--- config.mk ---
export PLATFORM = sky130hd
export DESIGN_NAME = pipe_stage_reg
export DESIGN_NICKNAME = d
export VERILOG_FILES = /design/src/rtl/pipe_stage_reg.sv
export SDC_FILE = /design/constraint.sdc
export NUM_CORES = 1
export LEC_CHECK = 0
export CORE_AREA = 2 2 129 131
export CTS_CLUSTER_SIZE = 20
export DETAILED_ROUTE_END_ITERATION = 12
export DIE_AREA = 0 0 131 133
export GPL_ROUTABILITY_DRIVEN = 0
export GPL_TIMING_DRIVEN = 1
export PLACE_DENSITY = 0.92
export SETUP_SLACK_MARGIN = 0.02
export SYNTH_ARGS = -nofsm -noshare
export SYNTH_HDL_FRONTEND = slang
export SYNTH_SLANG_ARGS = --single-unit
--- constraint.sdc ---
create_clock -name clk -period 2.6 [get_ports clk]
set_clock_uncertainty 0.15 [all_clocks]
set_input_delay 0.26 -clock clk [delete_from_list [all_inputs] [get_ports clk]]
set_output_delay 0.26 -clock clk [all_outputs]
set_load 0.02 [all_outputs]
--- src/rtl/pipe_stage_reg.sv ---
// Elastic valid/ready pipeline stage with bubble-on-flush and stall counter.
// Optional macro PIPE_SKID_EN adds a skid slot and a registered in_ready.
module pipe_stage_reg #(
  parameter int CTRL_W = 10,
  parameter int DATA_W = 143,
  parameter int CNT_W  = 16
) (
  input  logic              clk,
  input  logic              reset,
  input  logic              flush,
  input  logic              in_valid,
  output logic              in_ready,
  input  logic [CTRL_W-1:0] in_ctrl,
  input  logic [DATA_W-1:0] in_data,
  output logic              out_valid,
  input  logic              out_ready,
  output logic [CTRL_W-1:0] out_ctrl,
  output logic [DATA_W-1:0] out_data,
  output logic [CNT_W-1:0]  stall_cnt
);

  logic in_fire;
  logic stall;

  assign in_fire = in_valid && in_ready;
  assign stall   = out_valid && !out_ready;

`ifdef PIPE_SKID_EN
  logic              skid_valid;
  logic [CTRL_W-1:0] skid_ctrl;
  logic [DATA_W-1:0] skid_data;
  logic              main_free;

  assign in_ready  = !skid_valid;
  assign main_free = !out_valid || out_ready;

  // Main and skid slots; skid drains into main ahead of new input.
  always_ff @(posedge clk) begin
    if (reset) begin
      out_valid  <= 1'b0;
      out_ctrl   <= '0;
      out_data   <= '0;
      skid_valid <= 1'b0;
      skid_ctrl  <= '0;
      skid_data  <= '0;
    end else if (flush) begin
      out_valid  <= 1'b0;
      out_ctrl   <= '0;
      skid_valid <= 1'b0;
      skid_ctrl  <= '0;
    end else if (main_free) begin
      if (skid_valid) begin
        out_valid  <= 1'b1;
        out_ctrl   <= skid_ctrl;
        out_data   <= skid_data;
        skid_valid <= 1'b0;
        skid_ctrl  <= '0;
      end else if (in_fire) begin
        out_valid <= 1'b1;
        out_ctrl  <= in_ctrl;
        out_data  <= in_data;
      end else begin
        out_valid <= 1'b0;
        out_ctrl  <= '0;
      end
    end else if (in_fire) begin
      skid_valid <= 1'b1;
      skid_ctrl  <= in_ctrl;
      skid_data  <= in_data;
    end
  end
`else
  logic out_fire;

  assign in_ready = out_ready || !out_valid;
  assign out_fire = out_valid && out_ready;

  // Single slot: load on input, go to a zero-control bubble when drained.
  always_ff @(posedge clk) begin
    if (reset) begin
      out_valid <= 1'b0;
      out_ctrl  <= '0;
      out_data  <= '0;
    end else if (flush) begin
      out_valid <= 1'b0;
      out_ctrl  <= '0;
    end else if (in_fire) begin
      out_valid <= 1'b1;
      out_ctrl  <= in_ctrl;
      out_data  <= in_data;
    end else if (out_fire) begin
      out_valid <= 1'b0;
      out_ctrl  <= '0;
    end
  end
`endif

  // Saturating stall counter; survives flush, cleared only by reset.
  always_ff @(posedge clk) begin
    if (reset) begin
      stall_cnt <= '0;
    end else if (stall && (stall_cnt != {CNT_W{1'b1}})) begin
      stall_cnt <= stall_cnt + 1'b1;
    end
  end

endmodule

==> key figures <==
Global route
  • Grt ovf: 0
  • Total Routing Usage GR: 21.48%
  • Initial antenna violation count: 0
  • Largest net degree at the start of global routing: 144
  • Vias in the first global route: 6347
  • First-pass GRT wire length: 30230 um

Power and ir drop
  • Leakage Power: 3.656 nW
  • Cell Pwr Density: 609.0 mW/mm^2
  • VDD IR max: 382.3 uV
  • Power Total: 6.301 mW

Timing
  • Max transition margin: 51.95%
  • Final hold vios: 0
  • Fmax: 443.3 MHz
  • Final Worst Setup Slack: 0.3442 ns
  • Endpoints failing setup: 0
  • Final min period: 2.256 ns
  • Final worst-path cycle share: 86.76%
  • Worst Max-Slew Pin Slew: 0.7207 ns
  • Max-slew violations: 0
  • Post-route setup TNS: 0 ns
  • RSZ-0062 raised after global routing: false

Synth
  • Syn avg cell area: 8.009 um^2
  • Mapped Nets: 939
  • Area of the mapped netlist: 0.006247 mm^2
  • Yosys top cell area share: 54.48%
  • EDFF count, synth: 0
  • Asr flop ratio synth: 0%
  • Number of synthesized register bits: 170
  • Mapped Cells: 780
  • Synth area leaders: dfxtp_1 54%, nand2_1 17%, a21oi_1 13%
  • Synth Flop Type: dfxtp_1
  • Cell accounting for the most synthesized area: dfxtp_1
  • Post-synthesis cell type count: 30
  • YS warnings: 0
  • Seq/Total Area, Yosys: 54.48%

Place
  • Placed insts: 1285
  • Pre-CTS setup slack: 0.3475 ns
  • Dpl hpwl: 13850 um
  • Buffers on Ports: 328

Die
  • Die ar.: 0.01742 mm^2
  • Die span in y: 133 um
  • Core Region: 0.01617 mm^2
  • Num rows: 47
  • Horiz. Die Dim: 131 um
  • # IOs: 329
  • Initial Util: 38.63%

Layout
  • Commonest non-fill, non-tap cells in the layout: 327 x clkdlybuf4s50_1, 291 x nand2_1, 170 x dfxtp_1
  • Layout net count: 1243
  • Diodes inserted: 0
  • Fin cells: 1317
  • Area Growth Syn to Fin: 65.61%
  • Layout cell share with drive strength beyond 1: 4.649%
  • Most common cell after layout, fill and taps aside: clkdlybuf4s50_1
  • Final Util: 63.98%

Detailed routing
  • Met2 wire len: 9458 um
  • Post-Route M1 WL: 7656 um
  • DR WL met3: 1849 um
  • Via count: 6513
  • Routed WL per cell: 14.73 um
  • Via/cell ratio: 4.945
  • DRT Wirelength: 19400 um
  • Uppermost routed layer: met4
  • DRT iter0 DRCs: 269
  • Drt drc: 0
  • DR pass1 iterations: 4
  • Antenna-violating nets left: 0

Setup path
  • R2R depth: 5
  • Maximum fanout along the worst path: 19
  • Critical Path Sink Type: output port
  • CP required: 2.19 ns
  • Setup crit start: out_valid
  • WP data arrival: 1.85 ns
  • WS Path Type: reg -> out
  • CP Launch Type: register
  • RR Startpoint: stall_cnt[0]
  • Reg-to-reg setup timing slack: 0.66 ns
  • RR Endpoint: stall_cnt[14]

CTS
  • Clock Latency Late Sink: 0.41 ns
  • Post-CTS Setup Inserts: 0
  • Post-CTS sizing: 0
  • CTS tree: built
  • H-tree level count: 4
  • Clock root cell: clkbuf_16
  • Num CTS Buffers: 17
  • Longest Clk Path Bufs: 2
  • CTS hold repair buffers: 0
  • Clk slew on worst S/H paths: 0.07 ns
  • CTS sink cnt: 170

Worst hold path
  • Hold Path Depth: 2
  • Worst hold path class: in -> reg
  • Hold_sp: reset
  • Hold path endpoint: out_data[140]

Job
  • Max_cap viols: 0

Run status
  • Status: finished, final reports clean
==> cell usage after synthesis, types with 6 or more instances <==
cell type  instances
mux2i_1            9
nand3_1            6
and2_1            10
or4_1             10
clkbuf_1          39
o31ai_1            8
buf_2             17
o21ai_0           14
a32oi_1           10
a21oi_1          158
nand2_1          291
dfxtp_1          170
==> flip-flops by register name, indices dropped and copies added, names as in the netlist <==
name / flops
stall_cnt: 16
out_valid: 1
out_data: 143
out_ctrl: 10
==> logic make-up (layout without fill, tap and decap cells) <==
group	count (synthesis)	after routing	synth area share, %
AOI/OAI and AO/OA	195	195	16.76
adders and majority gates	1	1	0.2002
buffers and inverters	63	380	4.366
DFF	170	170	54.48
muxes	9	9	1.442
and+or+nand+nor	342	342	22.75
==> cell type report <==
| type | instances | area, um^2 |
|---|---|---|
| Fill cell | 1212 | 5826 |
| Timing Repair Buffer | 343 | 3456 |
| Sequential cell | 170 | 3403 |
| Multi-Input combinational cell | 547 | 2582 |
| Clock buffer | 18 | 429.2 |
| Tap cell | 220 | 275.3 |
| Clock inverter | 14 | 181.4 |
| Inverter | 5 | 18.77 |
==> per-stage QoR <==
stage / hold slack (ns) / area (um^2)
floorplan: 0.1893 / 6247
global placement: 0.2903 / 9736
detailed placement: 0.2955 / 9736
CTS: 0.06940 / 10350
global route: 0.08314 / 10350
finish: 0.08780 / 10350
==> power by group <==
| part | internal [mW] | leakage [nW] | total (mW) | switching, mW |
|---|---|---|---|---|
| combinational | 0.488 | 1.97 | 0.923 | 0.435 |
| sequential | 2.71 | 1.39 | 2.77 | 0.0570 |
| clock | 1.47 | 0.297 | 2.61 | 1.14 |
| total | 4.67 | 3.66 | 6.30 | 1.63 |
==> worst max-delay path, stage by stage, from the launching register on <==
cell and delay [ns]:
dfxtp_1 0.34, nor2b_4 0.29, inv_2 0.06, buf_4 0.19
clkdlybuf4s50_1 0.55
==> worst max-delay path by stage <==
stage	endpoint	slack [ns]	cells after the start
5_1_grt	in_ready	0.25	4
3_5_place_dp	stall_cnt[10]	0.35	6
3_3_place_gp	stall_cnt[10]	0.34	6
4_1_cts	in_ready	0.31	4
6_report	in_ready	0.34	4
2_1_floorplan	stall_cnt[10]	0.65	5
==> layer usage <==
| layer | vias to the layer above | global-route usage [%] |
|---|---|---|
| met5 | - | 0 |
| met4 | 0 | 8.511 |
| met3 | 36 | 8.087 |
| met2 | 264 | 36.96 |
| met1 | 2998 | 23.67 |
| li1 | 3215 | - |
No activity file was read; power rests on OpenSTA's default activity.
